$ cat config.mk
export PLATFORM = sky130hd
export DESIGN_NAME = dffram_wb_slave
export DESIGN_NICKNAME = d
export VERILOG_FILES = /design/src/rtl/dffram_wb_slave.sv
export SDC_FILE = /design/constraint.sdc
export NUM_CORES = 1
export LEC_CHECK = 0
export CORE_AREA = 2 2 71 73
export DETAILED_ROUTE_END_ITERATION = 10
export DIE_AREA = 0 0 73 75
export HOLD_SLACK_MARGIN = 0.02
export MAX_ROUTING_LAYER = met4
export PLACE_DENSITY = 0.77
export SLEW_MARGIN = 20
export SYNTH_ARGS = -nofsm -noshare
export SYNTH_HDL_FRONTEND = slang
export SYNTH_SLANG_ARGS = --single-unit
export TNS_END_PERCENT = 50
$ cat constraint.sdc
create_clock -name CLK -period 2.2 [get_ports CLK]
set_input_delay 0.33 -clock CLK [delete_from_list [all_inputs] [get_ports CLK]]
set_output_delay 0.33 -clock CLK [all_outputs]
set_load 0.01 [all_outputs]
$ cat src/rtl/dffram_wb_slave.sv
// Wishbone classic slave front-end driving a single-port DFFRAM macro.
// Optional range/byte-select checker enabled by defining DFFRAM_WB_ERR_EN.
module dffram_wb_slave #(
  parameter int COLS    = 1,
  parameter int A_WIDTH = 8 + $clog2(COLS)
) (
  input  logic               CLK,
  input  logic               RSTn,
  input  logic               wb_cyc_i,
  input  logic               wb_stb_i,
  input  logic               wb_we_i,
  input  logic [3:0]         wb_sel_i,
  input  logic [31:0]        wb_adr_i,
  input  logic [31:0]        wb_dat_i,
  output logic [31:0]        wb_dat_o,
  output logic               wb_ack_o,
  output logic               wb_err_o,
  output logic               ram_en,
  output logic [3:0]         ram_we,
  output logic [31:0]        ram_di,
  output logic [A_WIDTH-1:0] ram_a,
  input  logic [31:0]        ram_do
);

  typedef enum logic [1:0] {
    IDLE,
    ACK
`ifdef DFFRAM_WB_ERR_EN
    , ERR
`endif
  } state_e;

  state_e state_q, state_d;
  logic   rd_q, rd_d;
  logic   req;
  logic   legal;

  assign req = wb_cyc_i & wb_stb_i;

`ifdef DFFRAM_WB_ERR_EN
  logic err_c;
  assign legal    = ((wb_adr_i >> A_WIDTH) == '0) && (wb_sel_i != 4'b0000);
  assign wb_err_o = err_c;
`else
  logic unused_adr_hi;
  assign legal         = 1'b1;
  assign unused_adr_hi = ^wb_adr_i[31:A_WIDTH];
  assign wb_err_o      = 1'b0;
`endif

  always_ff @(posedge CLK or negedge RSTn) begin
    if (!RSTn) begin
      state_q <= IDLE;
      rd_q    <= 1'b0;
    end else begin
      state_q <= state_d;
      rd_q    <= rd_d;
    end
  end

  // Outputs are gated by RSTn so a master still requesting during reset
  // cannot reach the RAM through the combinational IDLE path.
  always_comb begin
    state_d  = state_q;
    rd_d     = rd_q;
    ram_en   = 1'b0;
    ram_we   = '0;
    ram_a    = '0;
    ram_di   = '0;
    wb_ack_o = 1'b0;
    wb_dat_o = '0;
`ifdef DFFRAM_WB_ERR_EN
    err_c    = 1'b0;
`endif
    if (RSTn) begin
      case (state_q)
        IDLE: begin
          if (req) begin
            if (legal) begin
              ram_en  = 1'b1;
              ram_a   = wb_adr_i[A_WIDTH-1:0];
              ram_di  = wb_dat_i;
              ram_we  = wb_we_i ? wb_sel_i : 4'b0000;
              rd_d    = ~wb_we_i;
              state_d = ACK;
            end
`ifdef DFFRAM_WB_ERR_EN
            else begin
              state_d = ERR;
            end
`endif
          end
        end
        ACK: begin
          wb_ack_o = req;
          if (rd_q) wb_dat_o = ram_do;
          state_d  = IDLE;
        end
`ifdef DFFRAM_WB_ERR_EN
        ERR: begin
          err_c   = req;
          state_d = IDLE;
        end
`endif
        default: state_d = IDLE;
      endcase
    end
  end

endmodule

Yosys cells after proc, flatten, opt, wreduce, memory -nomap -nowiden
Cells that the tools add are included.
- register bits after elaboration: 3
- input port bits: 105
- output and inout port bits: 79
- logic and storage cells: 29
- equal/unequal tests: 2
- multiplexer cells: 20
- bitwise operators: 2
- reduce and logical (&&, ||, !) cells: 3
- operators with widths (kind ; count):
    two-way mux 32 bit ; 6
    two-way mux 8 bit ; 3
    two-way mux 4 bit ; 4
    two-way mux 1 bit ; 5
    two-way mux 2 bit ; 2
    AND reduction 3 bit ; 1
    == test 2 x 1 -> 1 bit, second input constant ; 1
    zero test 2 bit ; 1
    inequality test 2 bit, second input constant ; 1
    AND reduction 2 bit ; 1
    bitwise AND 1 bit ; 1
    inverter 1 bit ; 1

Logic depth before layout (Yosys ltp)
Gate-level depths: netlist of run 1.
- depth in word-level cells: 4
- mapped depth: 4
- gate-level depth less buffers: 2

Least setup slack after synthesis of run 1
OpenSTA, ideal clock, no wires.
- path type: register to output
- start: reg state_q[0]
- end: out ram_di[0]
- data arrival time: 1.046 ns
- required time: 1.870 ns
- slack: 0.824 ns
- stages on the path, launching flop included: 5
- cells stage by stage: dfrtp_1 > and4b_1 > buf_4 > buf_6 > and2_1
- cells in the longest elaborated chain, start to end: 3
- RTL lines (what ; line ; source):
    start, declared ; 33 ; state_e state_q, state_d;
    start signal, assigned ; 56 ; state_q <= state_d;
    zero test 2 bit ; 76 ; case (state_q)
    two-way mux 32 bit ; 76 ;
    two-way mux 32 bit ; 75 ; if (RSTn) begin
    end, declared ; 20 ; output logic [31:0] ram_di,
No other way between the ends.

Final worst setup path of run 1
- start: in RSTn
- end: out ram_en
- cells in the longest elaborated chain, start to end: 1
- RTL lines (what ; line ; source):
    start, declared ; 8 ; input logic RSTn,
    two-way mux 1 bit ; 75 ;
    end, declared ; 18 ; output logic ram_en,
No other way between the ends.

==> impl_metrics.py, run 1 <==
metrics = {
    "critical_path": {
        "worstPathArrival_ps": 1810,
        "crit_family": "buffers and inverters",
        "crit_slowest_cell": "clkdlybuf4s50_1",
        "path_buf_inv": 3,
        "crit_required_ps": 1870,
        "start_kind": "primary input",
        "endpoint_kind": "primary output",
        "crit_cells": 4,
        "path_class": "in -> out",
        "rr_worst_depth": 3,
        "crit_chain": "clkdlybuf4s50_1 > and4b_2 > buf_4 > clkdlybuf4s50_1",
        "max_stage_delay_ps": 540,
        "path_max_fanout": 8,
        "cp_common_cell": "clkdlybuf4s50_1",
    },
    "sta": {
        "skew_ps": 1.36,
        "drv_slew": 0,
        "min_period_over_period_pct": 97.1,
        "tns_ps": 0,
        "finalSetupViolCount": 0,
        "timing.fmax_mhz": 468,
        "fin_crit_ps": 2140,
        "rsz0062_at_grt": "false",
        "hold_viol_final": 0,
    },
    "floorplan": {
        "initial_core_util_pct": 13.8,
        "die_w_um": 73,
        "die_h_um": 75,
        "std_cell_rows": 25,
        "dieArea_um2": 5480,
        "ios": 184,
        "coreArea_um2": 4660,
    },
    "finish": {
        "nNetsFinal": 360,
        "layout_common_cells": "clkdlybuf4s50_1, dlygate4sd2_1, and2_1, and3_1",
        "final_util_pct": 48.3,
        "drive_gt1_share_pct": 3.95,
        "fin_cells": 307,
        "num_antenna_cells": 0,
        "syn_to_final_growth_pct": 249,
        "final_common_cell": "clkdlybuf4s50_1",
    },
    "yosys": {
        "synthDistinctLibCells": 13,
        "netlist_area_um2": 644,
        "syn_inst": 95,
        "syn_avg_cell_area_um2": 6.78,
        "yosysSeqAreaShare_pct": 7.77,
        "synth_nets": 200,
        "yosys_warnings": 0,
        "synth_seq_cells": 2,
    },
    "place": {
        "portBuffers": 158,
        "place_inst": 304,
        "finalWeightedCongestion": 0.655,
        "dpl.hpwl_um": 3240,
    },
    "clocking": {
        "holdBufCountCts": 0,
        "insertion_delay_ps": 210,
        "cts_buffers": 3,
        "root_buffer": "clkbuf_8",
        "path_clk_slew_ps": 30,
        "cts_tree": "yes",
        "numClockSinks": 2,
        "htreeDepth": 1,
        "cts_buffer_depth": 2,
    },
    "global_routing": {
        "globalRouteTotalUtil_pct": 11.4,
        "grt_start_max_net_pins": 33,
        "grt_pass1_wl_um": 4650,
        "grt-ovfl-total": 0,
        "first_global_vias": 976,
        "antenna_found_initial": 0,
    },
    "drt": {
        "num_vias": 1185,
        "drt_wl_total_um": 3570,
        "first_iter_violations": 16,
        "wl_per_cell_um": 11.6,
        "via_per_inst": 3.86,
        "ant_nets": 0,
        "remaining_drc_errors": 0,
        "dr.pass1.iters": 4,
    },
    "pwr": {
        "design_power_total_mw": 0.454,
        "ir_worst_vdd_mv": 0.0801,
        "power_density_nw_per_um2": 202,
        "leakagePower_nw": 1.29,
    },
    "min_path": {
        "hp-class": "in -> async",
    },
    "status": {
        "status": "finished clean",
    },
    "job": {
        "max-cap-violations": 0,
    },
}
[sequential cells by signal (all words and copies together) (netlist names)]
| register | flops |
|---|---|
| rd_q | 1 |
| state_q | 1 |
[cell families (layout without fill, tap and decap cells)]
group | after synthesis | in the layout | share of synthesized area (%)
and+or+nand+nor | 79 | 79 | 77.7
other | 1 | 1 | 0.582
muxes | 1 | 1 | 1.55
AOI/OAI and AO/OA | 1 | 1 | 1.17
DFF | 2 | 2 | 7.77
buffers and inverters | 11 | 169 | 11.3
[cell usage after synthesis]
cell	n	area, um^2
a21o_1	1	7.51
mux2i_1	1	10.0
buf_2	1	5.00
and3_1	5	31.3
conb_1	1	3.75
and2_1	72	450
buf_4	2	15.0
and4_1	1	8.76
dfrtp_1	2	50.1
clkbuf_1	3	11.3
inv_1	2	7.51
buf_6	3	33.8
and4b_1	1	10.0
[area by class of cell]
cell class / instances / area, um^2
clock buffers: 3 / 41.3
fillers: 472 / 2410
inverters: 2 / 7.51
multi-input cells: 82 / 523
flip-flops and latches: 2 / 50.0
well taps: 54 / 67.6
repair buffers: 164 / 1560
[through the flow]
stage          area, um^2  setup WS (ps)  hold slack [ps]
2_1_floorplan         644            824             34.4
3_3_place_gp         2300           -119              497
3_5_place_dp         2300           -150              515
4_1_cts              2250           49.0              511
5_1_grt              2250           12.3              532
6_report             2250           64.2              508
[where the power goes]
part	leakage, nW	internal [mW]	switching, mW
clock network	0.0216	0.116	0.0294
logic	1.24	0.190	0.0732
registers	0.0246	0.0428	0.00275
[path summary, 6_finish.rpt]
| kind | slack [ps] | end | start |
|---|---|---|---|
| worst max register to register | 1040 | rd_q$_DFFE_PN0P_ | state_q[0]$_DFFE_PN0P_ |
| worst min-delay path | 510 | rd_q$_DFFE_PN0P_ | RSTn |
| max in group asynchronous | 1600 | state_q[0]$_DFFE_PN0P_ | RSTn |
| worst max-delay path | 60 | ram_en | RSTn |
| worst min register to register | 510 | rd_q$_DFFE_PN0P_ | rd_q$_DFFE_PN0P_ |
| min in group CLK | 510 | rd_q$_DFFE_PN0P_ | rd_q$_DFFE_PN0P_ |
[worst register-to-register path, stage by stage, from the launching register on]
cell	delay, ps
dfrtp_1	380
and4b_2	350
buf_12	160
mux2i_1	190
[routing by layer]
metal	global-route usage (%)	vias up	wire [um]
met5	-	-	0
met4	3.09	0	33
met3	3.75	4	391
met2	21.5	79	2010
met1	11.1	503	1140
li1	-	599	-
[what timing repair did]
item	CTS	global route
setup endpoints to repair	76	0
resized for setup	78	0
buffers inserted	0	0
Note: power is estimated with default switching activity, not from simulation.
==> inputs of run 2 (changes only) <==
--- a/config.mk
+++ b/config.mk
@@ -10,7 +10,7 @@
 export DIE_AREA = 0 0 73 75
 export HOLD_SLACK_MARGIN = 0.02
 export MAX_ROUTING_LAYER = met4
-export PLACE_DENSITY = 0.77
+export PLACE_DENSITY = 0.74
 export SLEW_MARGIN = 20
 export SYNTH_ARGS = -nofsm -noshare
 export SYNTH_HDL_FRONTEND = slang
==> run 2 against run 1 <==
Effect of this change: first-iteration DRC count is 44% lower; total power is 2.3% higher; global-route usage is 0.69 points lower; die area stayed put; count of clock-buffer cells in the layout stayed put; clock skew hardly changed.
==> impl_metrics.py, run 2 (synthesized netlist as in run 1, its figures left out) <==
metrics = {
    "global_routing": {
        "globalRouteTotalUtil_pct": 10.7,
        "grt_start_max_net_pins": 33,
        "grt-ovfl-total": 0,
        "antenna_found_initial": 0,
        "first_global_vias": 1013,
        "grt_pass1_wl_um": 4550,
    },
    "floorplan": {
        "dieArea_um2": 5480,
        "die_h_um": 75,
        "die_w_um": 73,
        "coreArea_um2": 4660,
        "std_cell_rows": 25,
        "initial_core_util_pct": 13.8,
        "ios": 184,
    },
    "pwr": {
        "power_switching_mw": 0.103,
        "leakagePower_nw": 1.43,
        "swShare_pct": 22.1,
        "clkPwrFrac_pct": 30.4,
        "combPwrFrac_pct": 59.7,
        "power.internal_mw": 0.362,
        "power_density_nw_per_um2": 197,
        "ir_worst_vdd_mv": 0.156,
        "seqPwrFrac_pct": 9.9,
    },
    "finish": {
        "layout_common_cells": "clkdlybuf4s50_1, and2_1, dlygate4sd2_1, dlymetal6s2s_1, and3_1",
        "syn_to_final_growth_pct": 267,
        "final_common_cell": "clkdlybuf4s50_1",
        "nNetsFinal": 361,
        "num_antenna_cells": 0,
        "drive_gt1_share_pct": 4.33,
        "reg_top3": "rd_q (1), state_q (1)",
        "final_area_um2": 2360,
        "fin_cells": 308,
        "final_util_pct": 50.7,
    },
    "clocking": {
        "cts_tree": "yes",
        "htreeDepth": 1,
        "numClockSinks": 2,
        "cts_buffers": 3,
        "root_buffer": "clkbuf_8",
        "path_clk_slew_ps": 30,
        "insertion_delay_ps": 210,
        "cts_buffer_depth": 2,
    },
    "status": {
        "status": "finished clean",
    },
    "sta": {
        "timing.fmax_mhz": 480,
        "skew_ps": 0.912,
        "drv_slew": 0,
        "finalSetupViolCount": 0,
        "hold_ws_ps": 89.6,
        "fin_crit_ps": 2080,
        "rsz0062_at_grt": "false",
        "hold_viol_final": 0,
        "min_period_over_period_pct": 94.6,
        "tns_ps": 0,
    },
    "critical_path": {
        "crit_chain": "clkdlybuf4s50_1 > and4b_2 > buf_4 > buf_4 > and3_1 > dlygate4sd2_1",
        "cp_common_cell": "buf_4",
        "critPathCapture": "ram_we[3]",
        "rrSetupSlack_ps": 1060,
        "crit_required_ps": 1870,
        "rr_worst_depth": 3,
        "worst_r2r_startpoint": "state_q[0]$_DFFE_PN0P_",
        "path_class": "in -> out",
        "rr_endpoint": "rd_q$_DFFE_PN0P_",
        "crit_slowest_cell": "clkdlybuf4s50_1",
        "endpoint_kind": "primary output",
        "max_stage_delay_ps": 410,
        "path_max_fanout": 4,
        "cp-startpoint": "wb_cyc_i",
        "start_kind": "primary input",
        "worstPathArrival_ps": 1750,
    },
    "drt": {
        "via_per_inst": 3.81,
        "dr.pass1.iters": 4,
        "num_vias": 1175,
        "first_iter_violations": 9,
        "wl_per_cell_um": 11.1,
        "ant_nets": 0,
        "drt_wl_total_um": 3430,
        "remaining_drc_errors": 0,
    },
    "place": {
        "portBuffers": 158,
        "place_inst": 304,
        "dpl.hpwl_um": 3030,
        "placed_area_um2": 2290,
        "finalWeightedCongestion": 0.678,
    },
    "min_path": {
        "hp-class": "in -> async",
    },
    "job": {
        "max-cap-violations": 0,
    },
}
## run 2: how the worst min path moves through the flow
stage / slack, ps / cells after the start / to / from
6_report: 90 / 2 / state_q[0]$_DFFE_PN0P_ / RSTn
5_1_grt: 110 / 2 / rd_q$_DFFE_PN0P_ / RSTn
4_1_cts: 470 / 2 / state_q[0]$_DFFE_PN0P_ / RSTn
3_5_place_dp: 500 / 2 / rd_q$_DFFE_PN0P_ / rd_q$_DFFE_PN0P_
3_3_place_gp: 500 / 1 / state_q[0]$_DFFE_PN0P_ / state_q[0]$_DFFE_PN0P_
2_1_floorplan: 30 / 0 / rd_q$_DFFE_PN0P_ / RSTn
## run 2: layout make-up
cell class	instances	area, um^2
inverter	2	7.51
sequential	2	50.0
fill	454	2300
multi-input combinational	82	523
clock buffer	3	41.3
timing repair buffer	165	1670
tap	54	67.6
## run 2: power groups by stage
stage / logic [mW] / clock network (mW) / registers (mW)
finish: 0.277 / 0.141 / 0.0458
global route: 0.300 / 0.152 / 0.0469
CTS: 0.283 / 0.145 / 0.0458
detailed placement: 0.290 / 0 / 0.0462
global placement: 0.286 / 0 / 0.0461
floorplan: 0.0725 / 0 / 0.0453
## run 2: per-layer routing
metal / wire [um] / share of wire, % / track usage (%)
met1: 1270 / 37 / 12.0
met3: 374 / 11 / 3.08
met5: 0 / 0 / -
met2: 1760 / 51 / 18.7
met4: 19 / 0.55 / 2.47
## run 2: worst max-delay path: cells and delay by family
| kind | cells | cell delay (ps) |
|---|---|---|
| buf+inv | 4 | 980 |
| simple gates | 2 | 440 |
## run 2: metrics by stage
stage / setup WS [ps] / power (mW)
after floorplan: 824 / 0.118
after detailed placement: -159 / 0.336
final: 118 / 0.465
after global placement: -123 / 0.332
after CTS: -136 / 0.473
after global routing: 59.2 / 0.499
## run 2: repair_timing
item,CTS,global route
setup endpoints to repair,77,51
buffers inserted,0,1
pin swaps,0,1
resized for setup,28,22
cloned,0,0
hold buffers,0,0
